<file path="config.mk">
export PLATFORM = sky130hd
export DESIGN_NAME = imm_gen_pipe
export DESIGN_NICKNAME = d
export VERILOG_FILES = /design/src/rtl/imm_gen_pipe_pkg.sv /design/src/rtl/imm_gen_pipe_extend.sv /design/src/rtl/imm_gen_pipe.sv
export SDC_FILE = /design/constraint.sdc
export NUM_CORES = 1
export LEC_CHECK = 0
export ABC_AREA = 0
export BUFFER_PORTS_ARGS = -buffer_cell sky130_fd_sc_hd__buf_2
export CAP_MARGIN = 20
export CORE_MARGIN = 2
export CORE_UTILIZATION = 51
export CTS_CLUSTER_DIAMETER = 150
export DETAILED_ROUTE_END_ITERATION = 8
export PLACE_DENSITY = 0.74
export SLEW_MARGIN = 10
export SYNTH_ARGS = -nofsm -noshare
export SYNTH_HDL_FRONTEND = slang
export SYNTH_HIERARCHICAL = 1
export SYNTH_SLANG_ARGS = --single-unit
</file>
<file path="constraint.sdc">
create_clock -name clk -period 2.1 [get_ports clk]
set_clock_uncertainty 0.05 [all_clocks]
set_input_delay 0.42 -clock clk [delete_from_list [all_inputs] [get_ports clk]]
set_output_delay 0.42 -clock clk [all_outputs]
set_load 0.005 [all_outputs]
</file>
<file path="src/rtl/imm_gen_pipe_pkg.sv">
// Shared constants for the immediate-generation pipeline: format codes and
// the legal output widths.
package imm_gen_pipe_pkg;

  localparam int unsigned IMM_SRC_W = 3;

  typedef enum logic [IMM_SRC_W-1:0] {
    IMM_I     = 3'b000,
    IMM_S     = 3'b001,
    IMM_B     = 3'b010,
    IMM_J     = 3'b011,
    IMM_U     = 3'b100,
    IMM_SHAMT = 3'b101,
    IMM_RSV6  = 3'b110,
    IMM_RSV7  = 3'b111
  } imm_src_e;

  function automatic bit width_ok(input int unsigned w);
    return (w == 32) || (w == 64);
  endfunction

endpackage

</file>
<file path="src/rtl/imm_gen_pipe_extend.sv">
// Combinational immediate extraction and extension for one instruction word.
// Reserved format codes yield a zero immediate with the illegal flag set.
module imm_extend
  import imm_gen_pipe_pkg::*;
#(
  parameter int WIDTH = 32
) (
  input  logic [31:0]          instr,
  input  logic [IMM_SRC_W-1:0] imm_src,
  output logic [WIDTH-1:0]     imm,
  output logic                 illegal
);

  if (!width_ok(WIDTH)) begin : g_bad_width
    $error("imm_extend: WIDTH must be 32 or 64");
  end

  logic [31:0] base;
  logic        sext;

  always_comb begin
    base    = '0;
    sext    = 1'b1;
    illegal = 1'b0;
    case (imm_src_e'(imm_src))
      IMM_I: base = {{20{instr[31]}}, instr[31:20]};
      IMM_S: base = {{20{instr[31]}}, instr[31:25], instr[11:7]};
      IMM_B: base = {{20{instr[31]}}, instr[7], instr[30:25], instr[11:8], 1'b0};
      IMM_J: base = {{12{instr[31]}}, instr[19:12], instr[20], instr[30:21], 1'b0};
      IMM_U: base = {instr[31:12], 12'h000};
      IMM_SHAMT: begin
        sext = 1'b0;
        base = {26'b0, ((WIDTH == 64) ? instr[25] : 1'b0), instr[24:20]};
      end
      default: begin
        sext    = 1'b0;
        illegal = 1'b1;
      end
    endcase
    // Upper bits carry the sign only when WIDTH exceeds the 32-bit base.
    imm       = sext ? {WIDTH{base[31]}} : '0;
    imm[31:0] = base;
  end

endmodule

</file>
<file path="src/rtl/imm_gen_pipe.sv">
// Immediate generator with a 1-cycle latency and a 2-entry skid buffer
// (output register + skid register), synchronous flush and illegal counter.
module imm_gen_pipe
  import imm_gen_pipe_pkg::*;
#(
  parameter int WIDTH = 32,
  parameter int TAG_W = 5
) (
  input  logic                 clk,
  input  logic                 rst_n,
  input  logic                 flush,
  input  logic                 in_valid,
  output logic                 in_ready,
  input  logic [31:0]          in_instr,
  input  logic [IMM_SRC_W-1:0] in_imm_src,
  input  logic [TAG_W-1:0]     in_tag,
  output logic                 out_valid,
  input  logic                 out_ready,
  output logic [WIDTH-1:0]     out_imm,
  output logic                 out_illegal,
  output logic [TAG_W-1:0]     out_tag,
  output logic [7:0]           illegal_cnt
);

  logic [WIDTH-1:0] ext_imm;
  logic             ext_illegal;

  imm_extend #(.WIDTH(WIDTH)) u_ext (
    .instr   (in_instr),
    .imm_src (in_imm_src),
    .imm     (ext_imm),
    .illegal (ext_illegal)
  );

  logic             skid_valid;
  logic [WIDTH-1:0] skid_imm;
  logic             skid_illegal;
  logic [TAG_W-1:0] skid_tag;
  logic             in_fire;
  logic             out_fire;
  logic             out_free;

  assign in_fire  = in_valid & in_ready;
  assign out_fire = out_valid & out_ready;
  assign out_free = out_fire | ~out_valid;

  always_ff @(posedge clk or negedge rst_n) begin
    if (!rst_n) begin
      out_valid    <= 1'b0;
      out_imm      <= '0;
      out_illegal  <= 1'b0;
      out_tag      <= '0;
      skid_valid   <= 1'b0;
      skid_imm     <= '0;
      skid_illegal <= 1'b0;
      skid_tag     <= '0;
      in_ready     <= 1'b1;
    end else if (flush) begin
      out_valid    <= 1'b0;
      out_imm      <= '0;
      out_illegal  <= 1'b0;
      out_tag      <= '0;
      skid_valid   <= 1'b0;
      skid_imm     <= '0;
      skid_illegal <= 1'b0;
      skid_tag     <= '0;
      in_ready     <= 1'b1;
    end else if (out_free) begin
      // in_ready is low while the skid is occupied, so a full skid never
      // coincides with an input transfer here.
      if (skid_valid) begin
        out_valid    <= 1'b1;
        out_imm      <= skid_imm;
        out_illegal  <= skid_illegal;
        out_tag      <= skid_tag;
        skid_valid   <= 1'b0;
        skid_imm     <= '0;
        skid_illegal <= 1'b0;
        skid_tag     <= '0;
      end else if (in_fire) begin
        out_valid   <= 1'b1;
        out_imm     <= ext_imm;
        out_illegal <= ext_illegal;
        out_tag     <= in_tag;
      end else begin
        out_valid   <= 1'b0;
        out_imm     <= '0;
        out_illegal <= 1'b0;
        out_tag     <= '0;
      end
      in_ready <= 1'b1;
    end else if (in_fire) begin
      skid_valid   <= 1'b1;
      skid_imm     <= ext_imm;
      skid_illegal <= ext_illegal;
      skid_tag     <= in_tag;
      in_ready     <= 1'b0;
    end
  end

  always_ff @(posedge clk or negedge rst_n) begin
    if (!rst_n) begin
      illegal_cnt <= '0;
    end else if (!flush && in_fire && ext_illegal && (illegal_cnt != 8'hFF)) begin
      illegal_cnt <= illegal_cnt + 8'd1;
    end
  end

endmodule

</file>
* Yosys cells after proc, flatten, opt, wreduce, memory -nomap -nowiden *
Index checks and enable logic that the tools add are counted.

storage, ports and cells
  flip-flop bits (word level) = 87
  output and inout bits = 48
  word-level logic and storage cells = 67

cells by class
  add/sub/neg operators = 1
  equal/unequal tests = 7
  mux-type cells = 36
  bitwise logic cells = 4
  reduce and logical (&&, ||, !) cells = 9

operators with widths
  operator             count
  $mux 32              8
  $pmux 32 s6          1
  $mux 5               8
  $mux 1               19
  $add 8x1->8 const B  1
  $ne 8x8->1 const B   1
  $eq 3x2->1 const B   2
  $eq 3x3->1 const B   2
  $reduce_or 6->1      1
  $eq 3x1->1 const B   1
  $logic_and 1x1->1    3
  $logic_not 3->1      1
  $ne 3x3->1 const B   1
  $reduce_bool 3->1    1
  $and 1x1->1          2
  $reduce_and 2->1     1
  $reduce_bool 2->1    1
  $logic_not 1->1      1
  $not 1->1            1
  $or 1x1->1           1

* Logic depth before layout (Yosys ltp) *
Gate-level depths: netlist of run 1.

  depth in word-level cells = 7
  gate-level depth with buffers = 8
  gate-level depth less buffers = 5

* By module *
The synthesis of run 1 kept the hierarchy.

by module, submodules not included
  module        times used  cells each  area each (µm²)  seq. area each (µm²)
  imm_gen_pipe  1           341         3946.3           2178.3
  imm_extend    1           82          548.0            0.0

* Worst setup path before layout of run 1 *
OpenSTA, ideal clock, no wires.

  path type = input-to-reg
  start point = input port in_imm_src[2]
  end point = register illegal_cnt[6]
  arrival = 1.887 ns
  required time = 1.922 ns
  setup slack = 0.036 ns
  stages = 6
  buffers on the path = 2
  path through = buf_2 > clkbuf_1 > and2_1 > nand4b_1 > nor4_1 > mux2_1

on the way
  longest elaborated chain between the ends = 5
  elaborated cells on any way between the ends = 10
  those cells by class = eq/ne: 5; mux: 1; reduce/logical: 4

ends and longest elaborated chain
  element                                   RTL line                   source
  start, declared                           imm_gen_pipe.sv:15         input logic [IMM_SRC_W-1:0] in_imm_src,
  $eq 3x3->1, or another cell as far along  imm_gen_pipe_extend.sv:25  case (imm_src_e'(imm_src))
  $reduce_or 6->1 (no source line) *        -
  $mux 1 *                                  imm_gen_pipe_extend.sv:25
  via ext_illegal                           imm_gen_pipe.sv:26         logic ext_illegal;
  $logic_and 1x1->1 * (2 in series)         imm_gen_pipe.sv:104        end else if (!flush && in_fire && ext_illegal && (illegal_cnt != 8'hFF)) begin
  end signal, assigned                      imm_gen_pipe.sv:105        illegal_cnt <= illegal_cnt + 8'd1;
  end, declared                             imm_gen_pipe.sv:22         output logic [7:0] illegal_cnt

The timed path passes the listed nets; every way through them passes the cells marked *.
A chain may end at the register's enable or synchronous reset.

* Worst setup path in the final report of run 1 *
  start point = register illegal_cnt[0]
  end point = register illegal_cnt[7]

on the way
  longest elaborated chain between the ends = 2
  elaborated cells on any way between the ends = 3
  those cells by class = add/sub: 1; eq/ne: 1; reduce/logical: 1

ends and longest elaborated chain
  element
  branches (longest 2 deep; another with $add 8x1->8)

Several ways; the timed one is not identified.

==> results.sh, run 1 <==
export IMPL_post_cts_buffers=0
export IMPL_io_buffer_count=85
export IMPL_use_met3_pct=3.937
export IMPL_grt_max_degree=78
export IMPL_die_area_mm2=0.009580
export IMPL_ir_worst_vdd_mv=0.4570
export IMPL_syn_instance_count=423
export IMPL_fmax_mhz=590.3
export IMPL_grt_use_total_pct=22.36
export IMPL_final_area_mm2=0.005220
export IMPL_nets=545
export IMPL_routabilityCongestion=0.8362
export IMPL_yosys_area_share_simple_pct=9.298
export IMPL_synth_distinct_cells=45
export IMPL_fin_setup_tns_ns=0
export IMPL_ctsHoldBuffers=1
export IMPL_dp_cells=595
export IMPL_ant_nets=0
export IMPL_rr_startpoint="illegal_cnt[0]$_DFFE_PN0P_"
export IMPL_grt_use_met2_pct=35.35
export IMPL_grt_pass1_wl_um=17310
export IMPL_drc_errors=0
export IMPL_leakagePower_nw=2.644
export IMPL_clkSinkCount=87
export IMPL_ctsHtreeMaxLevel=3
export IMPL_n_antenna_cell=0
export IMPL_dp_hpwl_um=7087
export IMPL_total_power_mw=3.584
export IMPL_syn_to_final_growth_pct=16.15
export IMPL_hold_viol_final=0
export IMPL_hp_class="input pin to register"
export IMPL_synth_edf_count=0
export IMPL_synth_top_flop_cell="dfrtp_1"
export IMPL_drive_above_1_share_pct=24.45
export IMPL_fin_crit_sh_pct=80.68
export IMPL_synth_compound_area_share_pct=22.83
export IMPL_crit_fanout=5
export IMPL_synth_adder_area_share_pct=0.2784
export IMPL_relSlewSlack_pct=58.80
export IMPL_path_clk_slew_ns=0.09
export IMPL_globalRouteMet1Util_pct=30.85
export IMPL_register_area_mm2=0.002178
export IMPL_stdcell_count=611
export IMPL_cpPeakStageDelay_ns=0.48
export IMPL_cp_top_family="compound AO/OA/AOI/OAI gates"
export IMPL_hold_slack_ns=0.2560
export IMPL_antenna_found_initial=0
export IMPL_synth_nets=469
export IMPL_finalSetupViolCount=0
export IMPL_holdCritStartpoint="in_tag[2]"
export IMPL_drt_iter0_drc=173
export IMPL_synth_seq_area_share_pct=48.47
export IMPL_postSynth_asyncResetShare_pct=100.0
export IMPL_power_density_mw_per_mm2=686.6
export IMPL_cp_cell_sequence="ha_1 > and3_1 > a2111oi_1 > xor2_1"
export IMPL_grt_busiest_layer="met2"
export IMPL_die_w_um=97.88
export IMPL_initial_core_util_pct=52.04
export IMPL_drt_total_wl_um=10540
export IMPL_crit_start="illegal_cnt[0]$_DFFE_PN0P_"
export IMPL_viasPerCell=5.774
export IMPL_cts_resized_gates=0
export IMPL_first_global_vias=3527
export IMPL_crit_slowest_cell="a2111oi_1"
export IMPL_placed_area_mm2=0.005012
export IMPL_synth_top_family_by_area="compound AO/OA/AOI/OAI gates"
export IMPL_worstSkewPairLatency_ns=0.35
export IMPL_path_buf_inv=0
export IMPL_overflow=0
export IMPL_ys_ff_latch=87
export IMPL_crit_arrival_ns=1.86
export IMPL_numCtsBuffers=9
export IMPL_first_pass_iters=4
export IMPL_maxCapViolations=0
export IMPL_rsz0062_at_grt="no"
export IMPL_coreArea_mm2=0.008636
export IMPL_status="completed"
export IMPL_cts_buffer_depth=2
export IMPL_synthXorXnorAreaFrac_pct=1.587
export IMPL_synthMuxAreaShare_pct=9.410
export IMPL_path_class="register to register"
export IMPL_ioPinCount=93
export IMPL_slew_violations=0
export IMPL_cp_required_ns=2.27
export IMPL_synth_warning_count=6
export IMPL_vias=3528
export IMPL_netlist_area_mm2=0.004494
export IMPL_startpoint_type="register"
export IMPL_cp_end_kind="register"
export IMPL_avgSynthCellArea_um2=10.62
export IMPL_min_period_ns=1.694
export IMPL_rows=34
export IMPL_cts_root_buf="clkbuf_8"
export IMPL_tightest_slew_ns=0.6167
export IMPL_nFillCells=741
export IMPL_die_y_um=97.88
export IMPL_wire_per_inst_um=17.26
export IMPL_multi_input_area_mm2=0.001967
export IMPL_cts_tree="built"
layout by cell type, fill, tap and decap left out, types with 4 or more instances in the layout:
master	synthesis	final
buf_4	5	14
inv_1	39	39
a22o_1	74	74
nor2b_1	11	10
dfrtp_1	86	86
a21o_1	11	11
a31oi_1	8	8
a211oi_1	4	4
clkbuf_8	0	11
o21ai_1	4	4
o21ai_0	4	4
o22ai_1	8	8
buf_2	17	84
mux2i_1	40	40
nand2_1	44	44
a21oi_1	11	11
cells in the mapped netlist, types with 2 or more instances:
cell type	number	area share, %
a2111oi_1	2	0.45
o21ai_1	4	0.45
xor2_1	3	0.58
o22ai_1	8	1.1
and2_1	3	0.42
a22o_1	74	14
buf_4	5	0.84
o21ai_0	4	0.45
nand2b_1	3	0.42
buf_2	17	1.9
buf_12	2	0.89
a21oi_1	11	1.2
a211oi_1	4	0.67
nand2_1	44	3.7
xnor2_1	2	0.39
a32o_1	2	0.45
mux2i_1	40	8.9
nor2b_1	11	1.5
clkbuf_1	12	1.0
nand3_1	3	0.33
a31oi_1	8	1.1
a21o_1	11	1.8
nor2_1	2	0.17
and4b_1	2	0.45
dfrtp_1	86	48
inv_1	39	3.3
nand4_1	2	0.28
and3b_1	2	0.39
layout make-up:
type,count,share of cell area [%]
Sequential cell,87,41.73
Multi-Input combinational cell,260,37.68
Timing Repair Buffer,102,11.41
Clock buffer,12,2.972
Inverter,39,2.804
Tap cell,108,2.589
Clock inverter,3,0.8150
tightest hold or removal path: stages:
cell and delay [ns]:
buf_2 0.10, nand2_1 0.05, mux2i_1 0.06
per-layer routing:
metal | vias to the layer above | share of wire, %
met5 | - | 0
met4 | 0 | 2.0
met3 | 17 | 4.6
met2 | 82 | 47
met1 | 1755 | 46
li1 | 1674 | -
sequential cells by signal, summed over array words and instances (netlist names):
name and count:
illegal_cnt 8, in_ready 1, out_illegal 1, out_imm 32
out_tag 5, out_valid 1, skid_illegal 1, skid_imm 32
skid_tag 5, skid_valid 1
final timing paths:
check                                              to  cells after the start  slack [ns]
hold / removal                skid_tag[2]$_DFFE_PN0P_                      3        0.26
setup / recovery           illegal_cnt[7]$_DFFE_PN0P_                      4        0.41
max in group asynchronous     out_imm[16]$_DFFE_PN0N_                      3        0.87
setup reg to reg           illegal_cnt[7]$_DFFE_PN0P_                      4        0.41
min in group asynchronous      out_imm[5]$_DFFE_PN0N_                      2        0.51
hold reg to reg              skid_illegal$_DFFE_PN0P_                      1        0.45
power by group:
group | leakage, nW | switching, mW | internal (mW) | total [mW]
Combinational | 1.35 | 0.319 | 0.255 | 0.574
Sequential | 1.19 | 0.0737 | 1.75 | 1.83
Clock | 0.0985 | 0.575 | 0.607 | 1.18
Total | 2.64 | 0.968 | 2.62 | 3.58
stage by stage:
| stage | util, % | setup WS, ns |
|---|---|---|
| 2_1_floorplan | - | 0.03563 |
| 3_3_place_gp | 58.04 | 0.1988 |
| 3_5_place_dp | 58.04 | 0.1141 |
| 4_1_cts | 60.45 | 0.3931 |
| 5_1_grt | 60.45 | 0.3010 |
| 6_report | 60.45 | 0.4058 |
kinds of logic (layout without fill, tap and decap cells):
family | after synthesis | in the layout
AOI/OAI and AO/OA | 131 | 131
DFF | 87 | 87
and+or+nand+nor | 80 | 80
buffers and inverters | 76 | 156
muxes | 42 | 42
xor gates and xnor gates | 6 | 6
adders and majority gates | 1 | 1
Power figures use the tool's default switching activity.
==> inputs of run 2 (changes only) <==
==> constraint.sdc (replaced) <==
create_clock -name clk -period 1.65 [get_ports clk]
set_clock_uncertainty 0.05 [all_clocks]
set_input_delay 0.33 -clock clk [delete_from_list [all_inputs] [get_ports clk]]
set_output_delay 0.33 -clock clk [all_outputs]
set_load 0.005 [all_outputs]
==> run 2 against run 1 <==
  * The run now ends with setup timing left
  * Cell count is 2.5% higher
  * Design area is 2.9% higher
  * Via count is 1.2% higher
  * Critical path depth stayed put
  * Critical path type unchanged
==> results.sh, run 2 (synthesized netlist as in run 1, its figures left out) <==
export IMPL_die_area_mm2=0.009580
export IMPL_crit_arrival_ns=1.83
export IMPL_layout_setup_ws_ns=-0.01487
export IMPL_drive_above_1_share_pct=26.64
export IMPL_cp_end_kind="register"
export IMPL_ioPinCount=93
export IMPL_nFillCells=714
export IMPL_min_period_ns=1.665
export IMPL_fmax_mhz=600.6
export IMPL_grt_pass1_wl_um=17550
export IMPL_cts_tree="built"
export IMPL_violations="setup timing"
export IMPL_p_sw_share_pct=27.08
export IMPL_dp_hpwl_um=7402
export IMPL_crit_path_end="illegal_cnt[7]$_DFFE_PN0P_"
export IMPL_maxCapViolations=0
export IMPL_ir_worst_vdd_mv=0.4017
export IMPL_die_w_um=97.88
export IMPL_power_density_mw_per_mm2=846.5
export IMPL_first_global_vias=3556
export IMPL_crit_start="illegal_cnt[0]$_DFFE_PN0P_"
export IMPL_clkPwrFrac_pct=31.0
export IMPL_initial_core_util_pct=52.04
export IMPL_rr_worst_depth=4
export IMPL_fin_crit_sh_pct=100.9
export IMPL_final_common_cell="dfrtp_1"
export IMPL_first_pass_iters=5
export IMPL_n_antenna_cell=0
export IMPL_cpPeakStageDelay_ns=0.48
export IMPL_crit_fanout=5
export IMPL_status="finished, violations left"
export IMPL_p_switching_mw=1.231
export IMPL_slew_violations=0
export IMPL_die_y_um=97.88
export IMPL_clkSinkCount=87
export IMPL_final_area_mm2=0.005373
export IMPL_ant_nets=0
export IMPL_grt_use_total_pct=22.46
export IMPL_drt_total_wl_um=10570
export IMPL_hold_slack_ns=0.1929
export IMPL_startpoint_type="register"
export IMPL_top_regs="out_imm: 32 flops, skid_imm: 32 flops, illegal_cnt: 8 flops"
export IMPL_worstSkewPairLatency_ns=0.34
export IMPL_pwr_share_comb_pct=18.2
export IMPL_rrSetupSlack_ns=-0.01
export IMPL_placed_area_mm2=0.005165
export IMPL_leakagePower_nw=2.715
export IMPL_drc_errors=0
export IMPL_tightest_slew_ns=0.5948
export IMPL_cts_root_buf="clkbuf_8"
export IMPL_viasPerCell=5.704
export IMPL_cp_cell_sequence="ha_1 > and3_1 > a2111oi_1 > xor2_1"
export IMPL_cp_required_ns=1.81
export IMPL_rows=34
export IMPL_routabilityCongestion=0.8680
export IMPL_vias=3571
export IMPL_hold_viol_final=0
export IMPL_finalSetupViolCount=1
export IMPL_drt_iter0_drc=123
export IMPL_io_buffer_count=85
export IMPL_path_class="register to register"
export IMPL_rr_startpoint="illegal_cnt[0]$_DFFE_PN0P_"
export IMPL_syn_to_final_growth_pct=19.54
export IMPL_coreArea_mm2=0.008636
export IMPL_hp_class="input pin to register"
export IMPL_relSlewSlack_pct=60.26
export IMPL_rsz0062_at_grt="yes"
export IMPL_timing_rr_end="illegal_cnt[7]$_DFFE_PN0P_"
export IMPL_wire_per_inst_um=16.88
export IMPL_pwr_share_seq_pct=50.8
export IMPL_antenna_found_initial=0
export IMPL_crit_slowest_cell="a2111oi_1"
export IMPL_grt_max_degree=78
export IMPL_cell_internal_pwr_mw=3.316
export IMPL_path_clk_slew_ns=0.08
export IMPL_cts_buffer_depth=2
export IMPL_overflow=0
export IMPL_numCtsBuffers=9
export IMPL_nets=560
export IMPL_final_cell_mix="dfrtp_1, buf_2, a22o_1"
export IMPL_ctsHtreeMaxLevel=3
==> run 2: worst min-delay path by stage <==
stage / startpoint / endpoint / slack [ns] / cells after the start
5_1_grt: in_tag[4] / skid_tag[4]$_DFFE_PN0P_ / 0.20 / 3
3_3_place_gp: rst_n / out_imm[7]$_DFFE_PN0N_ / 0.25 / 1
4_1_cts: in_tag[2] / skid_tag[2]$_DFFE_PN0P_ / 0.18 / 3
3_5_place_dp: rst_n / out_imm[5]$_DFFE_PN0N_ / 0.25 / 1
2_1_floorplan: rst_n / illegal_cnt[0]$_DFFE_PN0P_ / -0.02 / 0
6_report: in_tag[2] / skid_tag[2]$_DFFE_PN0P_ / 0.19 / 3
==> run 2: power by group through the flow <==
| stage | combinational, mW | clock [mW] | sequential [mW] |
|---|---|---|---|
| 4_1_cts | 0.828 | 1.44 | 2.31 |
| 2_1_floorplan | 0.453 | 0 | 2.36 |
| 6_report | 0.828 | 1.41 | 2.31 |
| 3_3_place_gp | 0.802 | 0 | 2.35 |
| 5_1_grt | 0.917 | 1.52 | 2.33 |
| 3_5_place_dp | 0.822 | 0 | 2.35 |
==> run 2: metal layers <==
| layer | GRT usage [%] | vias to the layer above | wire, µm |
|---|---|---|---|
| li1 | - | 1701 | - |
| met1 | 32.01 | 1756 | 4835 |
| met2 | 35.51 | 102 | 5046 |
| met3 | 3.436 | 12 | 510 |
| met4 | 7.479 | 0 | 172 |
| met5 | 0 | - | 0 |
==> run 2: critical path: cells and delay by family (launching register included) <==
family / cells / cell delay (ns)
AO/OA/AOI/OAI: 1 / 0.48
flip-flops: 1 / 0.39
AND/OR/NAND/NOR: 1 / 0.27
adder cells (fa/ha/maj): 1 / 0.23
XOR/XNOR: 1 / 0.12
==> run 2: stage by stage <==
step	setup TNS (ns)	instances	util, %	power [mW]	setup WS [ns]
finish	-0.01487	626	62.21	4.548	-0.01487
detailed placement	-1.848	610	59.81	3.177	-0.1541
global route	-0.07356	626	62.21	4.761	-0.03694
CTS	0	626	62.07	4.581	0.03439
floorplan	0	423	-	2.811	0.001823
global placement	-0.5387	610	59.81	3.149	-0.08090
==> run 2: layout make-up <==
cell class / count / area [µm²] / share of cell area [%]
timing repair buffer: 117 / 745.7 / 13.88
sequential: 87 / 2178 / 40.54
clock inverter: 3 / 45.04 / 0.8384
multi-input combinational: 260 / 1987 / 36.98
tap: 108 / 135.1 / 2.515
clock buffer: 12 / 135.1 / 2.515
inverter: 39 / 146.4 / 2.725
==> run 2: repair_timing <==
action                                  4_1_cts  5_1_grt
gates resized for setup                       1        1
hold buffers                                  1        0
pin swaps                                     0        1
endpoints found under the setup margin        1        8
gates cloned                                  0        0
setup buffers                                 0        0
hold endpoints to repair                     27        0
==> inputs of run 3 (changes only) <==
--- a/config.mk
+++ b/config.mk
@@ -9,11 +9,11 @@
 export BUFFER_PORTS_ARGS = -buffer_cell sky130_fd_sc_hd__buf_2
 export CAP_MARGIN = 20
 export CORE_MARGIN = 2
-export CORE_UTILIZATION = 51
+export CORE_UTILIZATION = 50
 export CTS_CLUSTER_DIAMETER = 150
 export DETAILED_ROUTE_END_ITERATION = 8
-export PLACE_DENSITY = 0.74
-export SLEW_MARGIN = 10
+export PLACE_DENSITY = 0.76
+export SLEW_MARGIN = 20
 export SYNTH_ARGS = -nofsm -noshare
 export SYNTH_HDL_FRONTEND = slang
 export SYNTH_HIERARCHICAL = 1
==> constraint.sdc (replaced) <==
create_clock -name clk -period 1.4 [get_ports clk]
set_clock_uncertainty 0.05 [all_clocks]
set_input_delay 0.28 -clock clk [delete_from_list [all_inputs] [get_ports clk]]
set_output_delay 0.28 -clock clk [all_outputs]
set_load 0.005 [all_outputs]
==> run 3 against run 2 <==
  * Sequential power is 18% higher
  * Routed wire length rose by 35%
  * The run still ends with setup timing left
  * First-iteration DRC count grew to 2.7 times the previous value
  * Design area is 14% higher
  * Critical path type unchanged
  * Die area up 1.9%
==> results.sh, run 3 (synthesized netlist as in run 1, its figures left out) <==
export IMPL_fmax_mhz=600.9
export IMPL_crit_fanout=6
export IMPL_slew_violations=0
export IMPL_rr_worst_depth=5
export IMPL_routabilityCongestion=0.8429
export IMPL_worstSkewPairLatency_ns=0.36
export IMPL_vias=4088
export IMPL_die_area_mm2=0.009763
export IMPL_path_buf_inv=2
export IMPL_antenna_found_initial=0
export IMPL_min_to="skid_tag[3]$_DFFE_PN0P_"
export IMPL_n_antenna_cell=0
export IMPL_ant_nets=0
export IMPL_path_class="register to register"
export IMPL_io_buffer_count=85
export IMPL_relSlewSlack_pct=61.30
export IMPL_grt_pass1_wl_um=20660
export IMPL_wire_per_inst_um=21.49
export IMPL_tightest_slew_ns=0.5779
export IMPL_status="finished, violations left"
export IMPL_cpPeakStageDelay_ns=0.41
export IMPL_final_common_cell="dfrtp_1"
export IMPL_initial_core_util_pct=51.54
export IMPL_fin_crit_sh_pct=118.9
export IMPL_ctsHtreeMaxLevel=3
export IMPL_hold_viol_final=0
export IMPL_placed_area_mm2=0.005346
export IMPL_first_global_vias=3929
export IMPL_nets=596
export IMPL_drc_errors=0
export IMPL_die_w_um=98.81
export IMPL_cp_end_kind="register"
export IMPL_violations="setup timing"
export IMPL_power_density_mw_per_mm2=1010
export IMPL_rrSetupSlack_ns=-0.26
export IMPL_cp_top_family="flip-flops"
export IMPL_cts_tree="built"
export IMPL_dp_cells=624
export IMPL_cp_cell_sequence="and4b_1 > a211oi_4 > buf_6 > clkbuf_16 > mux2i_1"
export IMPL_cts_buffer_depth=2
export IMPL_startpoint_type="register"
export IMPL_die_y_um=98.81
export IMPL_grt_max_degree=53
export IMPL_dp_hpwl_um=8205
export IMPL_ir_worst_vdd_mv=0.5653
export IMPL_clkSinkCount=87
export IMPL_final_cell_mix="dfrtp_1, buf_2, a22o_1"
export IMPL_ioPinCount=93
export IMPL_hp_class="input pin to register"
export IMPL_coreArea_mm2=0.008721
export IMPL_syn_to_final_growth_pct=35.83
export IMPL_numCtsBuffers=9
export IMPL_top_regs="out_imm: 32 flops, skid_imm: 32 flops, illegal_cnt: 8 flops"
export IMPL_stdcell_count=663
export IMPL_overflow=0
export IMPL_holdCritStartpoint="in_tag[3]"
export IMPL_min_period_ns=1.664
export IMPL_final_area_mm2=0.006105
export IMPL_path_clk_slew_ns=0.09
export IMPL_drt_total_wl_um=14250
export IMPL_timing_rr_end="skid_imm[3]$_DFFE_PN0P_"
export IMPL_cp_required_ns=1.61
export IMPL_crit_slowest_cell="dfrtp_1"
export IMPL_viasPerCell=6.166
export IMPL_dp_worst_setup_slack_ns=-0.4705
export IMPL_first_pass_iters=5
export IMPL_hold_depth=3
export IMPL_rr_startpoint="out_valid$_DFFE_PN0N_"
export IMPL_drt_iter0_drc=328
export IMPL_grt_use_total_pct=26.93
export IMPL_hold_slack_ns=0.1158
export IMPL_layout_setup_ws_ns=-0.2643
export IMPL_finalSetupViolCount=85
export IMPL_cts_root_buf="clkbuf_8"
export IMPL_maxCapViolations=0
export IMPL_crit_arrival_ns=1.87
export IMPL_drive_above_1_share_pct=36.04
export IMPL_leakagePower_nw=3.045
export IMPL_rsz0062_at_grt="yes"
export IMPL_rows=34
[run 3: layout make-up]
class                           instances  area [µm²]
Inverter                               39       146.4
Timing Repair Buffer                  153        1295
Fill cell                             622        2616
Clock inverter                          5       106.4
Multi-Input combinational cell        260        2111
Tap cell                              108       135.1
Clock buffer                           11       131.4
Sequential cell                        87        2180
[run 3: worst max path at each step]
| stage | startpoint | cells past startpoint | slack (ns) | to |
|---|---|---|---|---|
| finish | out_valid$_DFFE_PN0N_ | 5 | -0.26 | skid_imm[3]$_DFFE_PN0P_ |
| global route | out_valid$_DFFE_PN0N_ | 5 | -0.33 | skid_imm[3]$_DFFE_PN0P_ |
| CTS | out_valid$_DFFE_PN0N_ | 5 | -0.13 | skid_imm[17]$_DFFE_PN0P_ |
| detailed placement | in_imm_src[2] | 6 | -0.47 | out_imm[19]$_DFFE_PN0N_ |
| global placement | in_imm_src[2] | 6 | -0.38 | out_imm[17]$_DFFE_PN0N_ |
| floorplan | in_imm_src[2] | 6 | -0.20 | illegal_cnt[6]$_DFFE_PN0P_ |
[run 3: repair_timing]
item                                    CTS  global route
endpoints found under the hold margin    23             0
setup buffers                             6             7
hold buffers                              1             0
pin swaps                                26            26
cloned                                    5             5
resized for setup                        24            22
endpoints found under the setup margin   84            86
[run 3: metrics by stage]
step	setup TNS [ns]	power (mW)	util [%]
finish	-9.401	6.163	70.00
detailed placement	-18.86	3.822	61.31
global placement	-15.53	3.776	61.31
CTS	-5.963	6.038	67.46
floorplan	-0.8487	3.344	-
global route	-13.93	6.360	70.00
[run 3: worst min-delay path: cells and delay by family]
family,cells,cell delay [ns]
and+or+nand+nor,1,0.05
muxes,1,0.05
buffers and inverters,1,0.11
[run 3: per-layer routing]
metal	vias to the layer above	part of all wire (%)	track usage (%)
li1	1779	-	-
met1	2028	40	36.14
met2	230	49	43.76
met3	51	7.5	4.681
met4	0	3.6	10.54
met5	-	0	0
[run 3: power by group]
group	internal, mW	total, mW	switching [mW]
combinational	0.637	1.31	0.669
clock	1.19	2.13	0.940
sequential	2.63	2.72	0.0934
